### src/rtl/cursor_pkg.sv
// Shared definitions for the cursor renderer: FSM states, PS/2 button bit
// positions and the default cursor/pen colours.
package cursor_pkg;

  typedef enum logic [2:0] {
    ST_IDLE,
    ST_UPDATE,
    ST_RESTORE,
    ST_READ,
    ST_WAIT,
    ST_SAVE,
    ST_PAINT
  } state_t;

  localparam int BTN_LEFT   = 0;
  localparam int BTN_RIGHT  = 1;
  localparam int BTN_MIDDLE = 2;

  localparam logic [11:0] CURSOR_COLOR_DEF = 12'h004;
  localparam logic [11:0] DRAW_COLOR_DEF   = 12'hFFF;

endpackage

### src/rtl/cursor_addr_gen.sv
// Combinational (x, y) -> (bank, address) mapping for the banked panel RAM.
// Rows are split evenly across banks; row stride is H_RES, so the multiply is a shift.
module cursor_addr_gen #(
  parameter int H_RES  = 64,
  parameter int V_RES  = 64,
  parameter int BANKS  = 2,
  parameter int ADDR_W = 12,
  parameter int BANK_W = (BANKS > 1) ? $clog2(BANKS) : 1
) (
  input  logic [7:0]        x,
  input  logic [7:0]        y,
  output logic [BANK_W-1:0] bank,
  output logic [ADDR_W-1:0] addr
);

  localparam int ROWS_PER_BANK = V_RES / BANKS;
  localparam int ROW_SHIFT     = $clog2(H_RES);

  logic [7:0] row_in_bank;

  assign row_in_bank = 8'(y % 8'(ROWS_PER_BANK));
  assign bank        = BANK_W'(y / 8'(ROWS_PER_BANK));
  assign addr        = (ADDR_W'(row_in_bank) << ROW_SHIFT) | ADDR_W'(x);

endmodule

### src/rtl/cursor_painter.sv
// Cursor renderer: accumulates PS/2 deltas, restores/saves/paints the pixel under the cursor.
// Build option: define CURSOR_WRAP_EN to wrap the position instead of clamping it.
module cursor_painter
  import cursor_pkg::*;
#(
  parameter int                H_RES        = 64,
  parameter int                V_RES        = 64,
  parameter int                BANKS        = 2,
  parameter int                DATA_W       = 12,
  parameter int                ADDR_W       = 12,
  parameter int                RD_LAT       = 1,
  parameter logic [DATA_W-1:0] CURSOR_COLOR = DATA_W'(CURSOR_COLOR_DEF),
  parameter logic [DATA_W-1:0] DRAW_COLOR   = DATA_W'(DRAW_COLOR_DEF)
) (
  input  logic                    clk,
  input  logic                    reset,
  input  logic                    packet_ready,
  input  logic [8:0]              ps2_dx,
  input  logic [8:0]              ps2_dy,
  input  logic [2:0]              ps2_btn,
  input  logic [BANKS*DATA_W-1:0] rdata,
  output logic [BANKS-1:0]        rd,
  output logic [BANKS-1:0]        wr,
  output logic [ADDR_W-1:0]       address,
  output logic [DATA_W-1:0]       wdata,
  output logic                    busy,
  output logic [7:0]              cursor_x,
  output logic [7:0]              cursor_y
);

  localparam int BANK_W = (BANKS > 1) ? $clog2(BANKS) : 1;
  localparam int WAIT_W = 2;

  function automatic logic signed [10:0] sat_add(input logic signed [10:0] acc,
                                                 input logic signed [8:0]  d);
    logic signed [11:0] s;
    s = {acc[10], acc} + {{3{d[8]}}, d};
    if (s > 12'sd1023)  return 11'sd1023;
    if (s < -12'sd1023) return -11'sd1023;
    return s[10:0];
  endfunction

  function automatic logic [7:0] fit_pos(input logic signed [11:0] v, input int lim);
`ifdef CURSOR_WRAP_EN
    int r;
    r = int'(v) % lim;
    if (r < 0) r = r + lim;
    return 8'(r);
`else
    if (v < 12'sd0)         return 8'd0;
    if (int'(v) > lim - 1)  return 8'(lim - 1);
    return v[7:0];
`endif
  endfunction

  state_t                   state_q, state_d;
  logic signed [10:0]       pend_dx_q, pend_dx_d, pend_dy_q, pend_dy_d;
  logic                     pkt_q, pkt_d;
  logic [2:0]               btn_q, btn_d, btn_used_q, btn_used_d;
  logic [7:0]               cursor_x_q, cursor_x_d, cursor_y_q, cursor_y_d;
  logic [BANK_W-1:0]        old_bank_q, old_bank_d;
  logic [ADDR_W-1:0]        old_addr_q, old_addr_d;
  logic [DATA_W-1:0]        saved_q, saved_d;
  logic                     saved_valid_q, saved_valid_d;
  logic [WAIT_W-1:0]        wait_q, wait_d;
  logic [BANKS-1:0]         rd_q, rd_d, wr_q, wr_d;
  logic [ADDR_W-1:0]        address_q, address_d;
  logic [DATA_W-1:0]        wdata_q, wdata_d;

  logic signed [11:0]       x_sum, y_sum;
  logic [7:0]               x_new, y_new, pos_x_sel, pos_y_sel;
  logic [BANK_W-1:0]        new_bank;
  logic [ADDR_W-1:0]        new_addr;

  assign x_sum = $signed({4'b0, cursor_x_q}) + $signed({pend_dx_q[10], pend_dx_q});
  assign y_sum = $signed({4'b0, cursor_y_q}) - $signed({pend_dy_q[10], pend_dy_q});
  assign x_new = fit_pos(x_sum, H_RES);
  assign y_new = fit_pos(y_sum, V_RES);

  // During UPDATE the position is not committed yet, so map the candidate directly.
  assign pos_x_sel = (state_q == ST_UPDATE) ? x_new : cursor_x_q;
  assign pos_y_sel = (state_q == ST_UPDATE) ? y_new : cursor_y_q;

  cursor_addr_gen #(
    .H_RES (H_RES),
    .V_RES (V_RES),
    .BANKS (BANKS),
    .ADDR_W(ADDR_W),
    .BANK_W(BANK_W)
  ) u_addr_gen (
    .x   (pos_x_sel),
    .y   (pos_y_sel),
    .bank(new_bank),
    .addr(new_addr)
  );

  always_comb begin
    state_d       = state_q;
    pend_dx_d     = pend_dx_q;
    pend_dy_d     = pend_dy_q;
    pkt_d         = pkt_q;
    btn_d         = packet_ready ? ps2_btn : btn_q;
    btn_used_d    = btn_used_q;
    cursor_x_d    = cursor_x_q;
    cursor_y_d    = cursor_y_q;
    old_bank_d    = old_bank_q;
    old_addr_d    = old_addr_q;
    saved_d       = saved_q;
    saved_valid_d = saved_valid_q;
    wait_d        = wait_q;
    rd_d          = '0;
    wr_d          = '0;
    address_d     = address_q;
    wdata_d       = wdata_q;

    if (state_q == ST_UPDATE) begin
      pend_dx_d = packet_ready ? sat_add(11'sd0, $signed(ps2_dx)) : 11'sd0;
      pend_dy_d = packet_ready ? sat_add(11'sd0, $signed(ps2_dy)) : 11'sd0;
      pkt_d     = packet_ready;
    end else if (packet_ready) begin
      pend_dx_d = sat_add(pend_dx_q, $signed(ps2_dx));
      pend_dy_d = sat_add(pend_dy_q, $signed(ps2_dy));
      pkt_d     = 1'b1;
    end

    case (state_q)
      ST_IDLE: begin
        if (pkt_q || packet_ready || (pend_dx_q != 11'sd0) || (pend_dy_q != 11'sd0))
          state_d = ST_UPDATE;
      end
      ST_UPDATE: begin
        cursor_x_d = x_new;
        cursor_y_d = y_new;
        btn_used_d = btn_q;
        if ((x_new == cursor_x_q) && (y_new == cursor_y_q) && (btn_q == btn_used_q))
          state_d = ST_IDLE;
        else if (saved_valid_q)
          state_d = ST_RESTORE;
        else
          state_d = ST_READ;
      end
      ST_RESTORE: state_d = ST_READ;
      ST_READ: begin
        if (RD_LAT > 1) begin
          state_d = ST_WAIT;
          wait_d  = WAIT_W'(RD_LAT - 2);
        end else begin
          state_d = ST_SAVE;
        end
      end
      ST_WAIT: begin
        if (wait_q == '0) state_d = ST_SAVE;
        else              wait_d  = wait_q - 1'b1;
      end
      ST_SAVE: begin
        saved_d       = rdata[new_bank*DATA_W +: DATA_W];
        saved_valid_d = 1'b1;
        state_d       = ST_PAINT;
      end
      ST_PAINT: begin
        old_bank_d = new_bank;
        old_addr_d = new_addr;
        state_d    = ST_IDLE;
      end
      default: state_d = ST_IDLE;
    endcase

    // Strobes are decoded from the state being entered so they appear registered.
    case (state_d)
      ST_RESTORE: begin
        wr_d[old_bank_q] = 1'b1;
        address_d        = old_addr_q;
        if (btn_q[BTN_LEFT])       wdata_d = DRAW_COLOR;
        else if (btn_q[BTN_RIGHT]) wdata_d = '0;
        else                       wdata_d = saved_q;
      end
      ST_READ: begin
        rd_d[new_bank] = 1'b1;
        address_d      = new_addr;
      end
      ST_PAINT: begin
        wr_d[new_bank] = 1'b1;
        address_d      = new_addr;
        wdata_d        = CURSOR_COLOR;
      end
      default: ;
    endcase
  end

  always_ff @(posedge clk) begin
    if (reset) begin
      state_q       <= ST_IDLE;
      pend_dx_q     <= '0;
      pend_dy_q     <= '0;
      pkt_q         <= 1'b0;
      btn_q         <= '0;
      btn_used_q    <= '0;
      cursor_x_q    <= '0;
      cursor_y_q    <= '0;
      old_bank_q    <= '0;
      old_addr_q    <= '0;
      saved_q       <= '0;
      saved_valid_q <= 1'b0;
      wait_q        <= '0;
      rd_q          <= '0;
      wr_q          <= '0;
      address_q     <= '0;
      wdata_q       <= '0;
    end else begin
      state_q       <= state_d;
      pend_dx_q     <= pend_dx_d;
      pend_dy_q     <= pend_dy_d;
      pkt_q         <= pkt_d;
      btn_q         <= btn_d;
      btn_used_q    <= btn_used_d;
      cursor_x_q    <= cursor_x_d;
      cursor_y_q    <= cursor_y_d;
      old_bank_q    <= old_bank_d;
      old_addr_q    <= old_addr_d;
      saved_q       <= saved_d;
      saved_valid_q <= saved_valid_d;
      wait_q        <= wait_d;
      rd_q          <= rd_d;
      wr_q          <= wr_d;
      address_q     <= address_d;
      wdata_q       <= wdata_d;
    end
  end

  assign rd       = rd_q;
  assign wr       = wr_q;
  assign address  = address_q;
  assign wdata    = wdata_q;
  assign busy     = (state_q != ST_IDLE);
  assign cursor_x = cursor_x_q;
  assign cursor_y = cursor_y_q;

endmodule

### config.mk
export PLATFORM = sky130hd
export DESIGN_NAME = cursor_painter
export DESIGN_NICKNAME = d
export VERILOG_FILES = /design/src/rtl/cursor_pkg.sv /design/src/rtl/cursor_addr_gen.sv /design/src/rtl/cursor_painter.sv
export SDC_FILE = /design/constraint.sdc
export NUM_CORES = 1
export LEC_CHECK = 0
export ABC_AREA = 1
export BUFFER_PORTS_ARGS = -buffer_cell sky130_fd_sc_hd__buf_2
export CAP_MARGIN = 30
export CORE_MARGIN = 2
export CORE_UTILIZATION = 53
export CTS_CLUSTER_DIAMETER = 120
export CTS_CLUSTER_SIZE = 20
export DETAILED_ROUTE_END_ITERATION = 10
export PLACE_DENSITY_LB_ADDON = 0.15
export SYNTH_ARGS = -nofsm -noshare
export SYNTH_HDL_FRONTEND = slang
export SYNTH_SLANG_ARGS = --single-unit
### constraint.sdc
create_clock -name clk -period 2.9 [get_ports clk]
set_input_delay 0.435 -clock clk [delete_from_list [all_inputs] [get_ports clk]]
set_output_delay 0.435 -clock clk [all_outputs]
set_load 0.05 [all_outputs]
==> results of run 1 <==
## power groups by stage
stage          registers (uW)  logic [uW]  clock network (uW)
6_report                 2070        8740                1170
5_1_grt                  2110        9550                1230
4_1_cts                  2060        7530                1170
3_5_place_dp             2090        7070                   0
3_3_place_gp             2080        6990                   0
2_1_floorplan            2600        4250                   0
## synthesized netlist by cell type, types with 7 or more instances
| cell type | number |
|---|---|
| buf_2 | 7 |
| nand3_2 | 13 |
| a31oi_1 | 7 |
| nor2_1 | 80 |
| nor3_1 | 11 |
| xnor2_1 | 7 |
| a21oi_2 | 9 |
| dfxtp_1 | 102 |
| o211ai_1 | 10 |
| clkbuf_1 | 30 |
| nand2_2 | 16 |
| nand4_1 | 16 |
| inv_1 | 132 |
| ha_1 | 39 |
| o21ai_0 | 75 |
| o21bai_1 | 16 |
| a21oi_1 | 81 |
| nand2_1 | 239 |
| nand3_1 | 62 |
| xor2_1 | 20 |
## critical path, delay by kind of cell (launching register included)
| kind | cells | cell delay, ps |
|---|---|---|
| adders and majority gates | 2 | 480 |
| AOI/OAI and AO/OA | 1 | 120 |
| buffers and inverters | 3 | 280 |
| DFF | 1 | 370 |
| and+or+nand+nor | 22 | 1960 |
## flip-flops by register name (all words and copies together) (netlist names), 3 cells and up
register,cells
saved_q,12
wdata,12
address,11
old_addr_q,11
pend_dx_q,11
pend_dy_q,11
cursor_x,8
cursor_y,8
btn_q,3
btn_used_q,3
state_q,3
## cells by family after synthesis
kind of cell	after synthesis
AND/OR/NAND/NOR	462
AO/OA/AOI/OAI	209
flip-flops	102
other	1
adder cells (fa/ha/maj)	43
buffers and inverters	178
XOR/XNOR	27
## area by class of cell
type | count | area [um^2]
Clock inverter | 7 | 55.1
Inverter | 138 | 518
Sequential cell | 102 | 2070
Tap cell | 172 | 215
Fill cell | 1026 | 3380
Timing Repair Buffer | 215 | 1520
Multi-Input combinational cell | 743 | 4590
Clock buffer | 9 | 225
## per-layer routing
layer	vias to the layer above	GRT usage
li1	3709	-
met1	3428	0.366
met2	221	0.465
met3	33	0.0394
met4	0	0.0911
met5	-	0
## what timing repair did
item	CTS	global route
endpoints found under the hold margin	0	0
buffers inserted	6	16
resized for setup	53	93
endpoints found under the setup margin	61	65
pin swaps	22	49
cloned	1	2
## per-stage QoR
stage	worst slack (ps)	instances	setup TNS, ps
2_1_floorplan	-87.3	1022	-1800
3_3_place_gp	-273	1347	-10300
3_5_place_dp	-327	1347	-12550
4_1_cts	-250	1369	-5940
5_1_grt	-575	1386	-21810
6_report	-389	1386	-9890
## worst min-delay path by stage
stage	endpoint	slack (ps)	depth (start not counted)
final	btn_q[1]	310	3
after global placement	wait_q[1]	450	2
after global routing	btn_q[1]	330	3
after floorplan	wait_q[1]	430	2
after detailed placement	saved_q[3]	460	2
after CTS	btn_q[1]	300	3
==> results.toml, run 1 <==
[status]
status = "finished with violations"
violations = "negative setup slack"

[synth]
ys_top_cells_by_area = "dfxtp_1 30%, nand2_1 13%, inv_1 7.3%, ha_1 7.2%, a21oi_1 6.0%"
synthAdderAreaFrac = 0.0834
seq_area_frac_synth = 0.300
synth_top_family_by_area = "simple AND/OR/NAND/NOR gates"
synth_xor_area_frac = 0.0347
synth.avg_cell_area_um2 = 6.67
yosys.area.top_type = "dfxtp_1"
ys_ff_latch = 102
netlist_instances = 1022
synth_top_area_frac = 0.300
synth_edf_count = 0
netlist_area_um2 = 6810
syn-num-nets = 1113
async_reset_ff_frac = 0
yosys_warnings = 0
synth_ff_type = "dfxtp_1"
synth_compound_area_frac = 0.174
synthMuxAreaShare = 0
yosys.area_share.simple = 0.307
ys_types = 43

[drt]
top_layer = "met4"
wirelength_um = 20200
drt_pass1_iterations = 5
num_vias = 7391
wl_met1_um = 9260
vias_per_cell = 5.33
route.detailed.wl_per_inst_um = 14.6
drtAntennaViolNets = 0
post-route-drc-count = 0
met3_length_um = 909
route.met2.wl_um = 9630
dr.first_iter.drc_count = 439

[global_route]
grt_overflow = 0
grt_usage = 0.277
antenna_found_initial = 0
grt_pass1_wl_um = 31600
grt_max_degree = 69
first_global_vias = 6863

[pwr]
internal_power_uw = 5880
vdd_drop_max_mv = 0.525
p_leak_uw = 0.00453
power.total_uw = 12000
power_switching_uw = 6110
cellPowerDensity_nw_per_um2 = 1300
switching_share = 0.510
p_clk_frac = 0.097
seq_power_share = 0.173
comb_power_share = 0.730

[place]
placed_area_um2 = 8160
numPortBuffers = 91
routabilityCongestion = 0.916
dp_hpwl_um = 13900

[critical_path]
crit_path_max_incr_delay_ps = 370
critPathCaptureType = "flop"
critical_path.startpoint_type = "flop"
critPathCapture = "wdata[8]"
r2r-end = "wdata[8]"
startpoint = "pend_dx_q[0]"
crit_slowest_cell = "dfxtp_4"
path_class = "reg2reg"
r2r_cells = 28
crit_top_cell = "nand2_2"
cp.required_ps = 3190
critPathArrivalTime_ps = 3580
path_max_fanout = 6
r2r-start = "pend_dx_q[0]"
ff2ff_setup_slack_ps = -390

[timing]
layout_setup_ws_ps = -389
grt_setup_unrepaired = "true"
slew_viol_final = 0
final.period_utilization = 1.13
tightestPinTransition_ps = 966
period_needed_ps = 3290
setup_violations = 52
whs_ps = 307
hold_viol = 0
max_slew_margin = 0.355
max_freq_mhz = 304
fin_skew_ps = 11.9

[floorplanning]
die_w_um = 117
die_h_um = 117
core_um2 = 12600
dieArea_um2 = 13800
start_util = 0.542
num_rows = 41
io_pins = 93

[finish]
num_antenna_cells = 0
drive_gt1_frac = 0.331
layout_commonest_cell = "nand2_1"
area_growth_syn_to_layout_pct = 34.9
design_area_um2 = 9190
mostFrequentLayoutCells = "208 x nand2_1, 125 x inv_1, 106 x buf_4"
final_core_util = 0.731
fin_nets = 1300

[hold_path]
worstHoldStart = "ps2_btn[1]"
hold_class = "in2reg"

[clocking]
hold_buffers = 0
cts_tree = "yes"
clkTransAtPathRegs_ps = 70
numCtsBuffers = 9
worstSkewPairLatency_ps = 360
cts-root-buf = "clkbuf_16"
htreeDepth = 3
cts_sinks = 102
clk_path_buf_depth = 2

[flow_run]
maxCapViolCount = 0
Note: power is estimated with default switching activity, not from simulation.
==> inputs of run 2 (changes only) <==
--- a/config.mk
+++ b/config.mk
@@ -5,7 +5,6 @@
 export SDC_FILE = /design/constraint.sdc
 export NUM_CORES = 1
 export LEC_CHECK = 0
-export ABC_AREA = 1
 export BUFFER_PORTS_ARGS = -buffer_cell sky130_fd_sc_hd__buf_2
 export CAP_MARGIN = 30
 export CORE_MARGIN = 2
@@ -13,6 +12,7 @@
 export CTS_CLUSTER_DIAMETER = 120
 export CTS_CLUSTER_SIZE = 20
 export DETAILED_ROUTE_END_ITERATION = 10
+export HOLD_SLACK_MARGIN = 0.08
 export PLACE_DENSITY_LB_ADDON = 0.15
 export SYNTH_ARGS = -nofsm -noshare
 export SYNTH_HDL_FRONTEND = slang
==> constraint.sdc (replaced) <==
create_clock -name clk -period 2.9 [get_ports clk]
set_input_delay 0.435 -clock clk [delete_from_list [all_inputs] [get_ports clk]]
set_output_delay 0.435 -clock clk [all_outputs]
set_load 0.02 [all_outputs]
==> run 2 against run 1 <==
  * Sequential cell count stayed put
  * Count of clock-buffer cells in the layout is 1 higher
  * Sequential share of layout area is 1.6 points lower
  * Combinational power is 56% lower
  * Register-to-register slack worse by 470 ps
  * Via count is 0.85% lower
  * The flow still finishes with violations (negative setup slack)
==> results.toml, run 2 <==
[critical_path]
startpoint = "cursor_y[0]"
critPathCaptureType = "flop"
path_max_fanout = 11
ff2ff_setup_slack_ps = -860
r2r-end = "address[10]"
critPathCapture = "address[10]"
r2r_cells = 17
cp.required_ps = 3190
critPathArrivalTime_ps = 4050
path_class = "reg2reg"
r2r-start = "cursor_y[0]"
critical_path.startpoint_type = "flop"

[drt]
wirelength_um = 23100
route.detailed.wl_per_inst_um = 18.7
num_vias = 7328
vias_per_cell = 5.92
drt_pass1_iterations = 5
post-route-drc-count = 0
dr.first_iter.drc_count = 577
drtAntennaViolNets = 0

[synth]
ys_top_cells_by_area = "dfxtp_1 31%, ha_1 7.3%, a21oi_1 6.1%, nand2_1 4.5%, mux2i_1 4.0%"
syn-num-nets = 916
ys_types = 75
synthAdderAreaFrac = 0.0910
synth_xor_area_frac = 0.0380
synthMuxAreaShare = 0.0511
netlist_area_um2 = 6680
async_reset_ff_frac = 0
synth_top_family_by_area = "compound AO/OA/AOI/OAI gates"
synth_edf_count = 0
synth_compound_area_frac = 0.259
ys_ff_latch = 102
synthTopCellsByCount = "102 x dfxtp_1, 82 x a21oi_1, 80 x nand2_1"
yosys.area.top_type = "dfxtp_1"
yosys.area_share.simple = 0.202
synth_top_area_frac = 0.306
synth.avg_cell_area_um2 = 8.10
netlist_instances = 825
synth_ff_type = "dfxtp_1"
yosys_warnings = 0
seq_area_frac_synth = 0.306
synth_most_common_cell = "dfxtp_1"

[timing]
max_slew_margin = 0.421
slew_viol_final = 0
grt_setup_unrepaired = "true"
final.period_utilization = 1.30
max_freq_mhz = 266
period_needed_ps = 3760
setup_violations = 62
hold_viol = 0
tightestPinTransition_ps = 869
layout_setup_ws_ps = -860
fin_skew_ps = 10.2
whs_ps = 315

[floorplanning]
io_pins = 93
die_h_um = 116
num_rows = 41
dieArea_um2 = 13500
die_w_um = 116
core_um2 = 12500
start_util = 0.536

[pwr]
cellPowerDensity_nw_per_um2 = 677
power_switching_uw = 2670
p_clk_frac = 0.179
switching_share = 0.399
power.total_uw = 6690
p_leak_uw = 0.00436
comb_power_share = 0.577
seq_power_share = 0.244
vdd_drop_max_mv = 0.418
internal_power_uw = 4020

[clocking]
numCtsBuffers = 9
cts-root-buf = "clkbuf_16"
htreeDepth = 3
cts_sinks = 102
worstSkewPairLatency_ps = 360
cts_tree = "yes"
clk_path_buf_depth = 2
clkTransAtPathRegs_ps = 80

[status]
status = "finished with violations"
violations = "negative setup slack"

[global_route]
grt_overflow = 0
grt_max_degree = 47
first_global_vias = 7222
grt_usage = 0.326
antenna_found_initial = 0
grt_pass1_wl_um = 34700

[finish]
area_growth_syn_to_layout_pct = 48.0
fin_nets = 1152
layout_commonest_cell = "buf_4"
num_antenna_cells = 0
mostFrequentLayoutCells = "153 x buf_4, 91 x buf_2, 89 x dfxtp_1"
drive_gt1_frac = 0.413

[hold_path]
hold_class = "in2reg"

[place]
routabilityCongestion = 0.928
numPortBuffers = 91
dp_hpwl_um = 15500

[flow_run]
maxCapViolCount = 0
[run 2: cell types whose count changed in the layout (fill, tap and decap cells not counted), moves of 13 or more]
| cell | change |
|---|---|
| nand2_1 | -130 |
| o21ai_0 | -34 |
| nor2b_1 | +17 |
| nand3_1 | -30 |
| mux2i_1 | +19 |
| nand3_2 | -18 |
| nand4_1 | -13 |
| nand2_2 | -36 |
| buf_4 | +47 |
| inv_1 | -86 |
| nand2_4 | -15 |
| a211oi_1 | +14 |
[run 2: logic make-up after synthesis]
logic type      after synthesis
simple gates                275
compound gates              253
flops                       102
buf+inv                      85
fa+ha+maj                    47
mux                          33
xor+xnor                     29
other cells                   1
[run 2: final cells by class]
type                            count  area (um^2)
Multi-Input combinational cell    638         5170
Clock buffer                       10          239
Inverter                           42          160
Fill cell                         835         2580
Clock inverter                      6         51.3
Tap cell                          172          215
Timing Repair Buffer              268         1980
Sequential cell                   102         2060
[run 2: worst max-delay path: stages (launching register included)]
cell and delay [ps]:
dfxtp_4 350, inv_4 50, ha_4 120, inv_2 30
fa_2 360, a21oi_4 200, o22ai_4 110, a21oi_2 200
o311ai_4 140, or3_4 420, mux2_4 330, nor4_4 280
o2111ai_2 190, buf_4 180, o31a_1 310, nor2_4 130
buf_12 150, o2bb2ai_1 110
[run 2: per-stage QoR]
step                      TNS (ps)  cells  worst slack, ps  instance area, um^2  utilization
final                       -31630   1238             -860                 9880        0.793
after global routing        -40210   1238            -1000                 9880        0.793
after CTS                   -27310   1228             -796                 9560        0.767
after detailed placement    -31800   1187             -864                 8470        0.680
after global placement      -28130   1187             -749                 8470        0.680
after floorplan             -17230    825             -682                 6880            -
[run 2: what timing repair did]
action,in CTS,in global routing
hold buffers,0,0
buffers inserted,22,11
cloned,3,2
pin swaps,69,58
hold endpoints to repair,0,0
endpoints found under the setup margin,62,64
gates resized for setup,110,41
[run 2: power by group through the flow]
stage	sequential, uW	clock [uW]	combinational, uW
after floorplan	1730	0	1830
after global placement	1650	0	3060
after detailed placement	1650	0	3140
after CTS	1630	1200	3610
after global routing	1640	1260	4140
final	1630	1200	3860
[run 2: how the worst min path moves through the flow]
stage,to,slack [ps],startpoint,depth (start not counted)
3_3_place_gp,old_addr_q[3],440,old_addr_q[3],2
4_1_cts,btn_q[2],310,ps2_btn[2],3
3_5_place_dp,address[0],460,address[0],1
2_1_floorplan,old_addr_q[0],440,old_addr_q[0],2
6_report,btn_q[2],310,ps2_btn[2],3
5_1_grt,btn_q[2],340,ps2_btn[2],3
[run 2: per-layer routing]
metal / global-route usage / up-vias / part of all wire
met5: 0 / - / 0
met4: 0.116 / 0 / 0.030
met3: 0.0550 / 62 / 0.053
met2: 0.589 / 291 / 0.51
met1: 0.390 / 3493 / 0.40
li1: - / 3482 / -
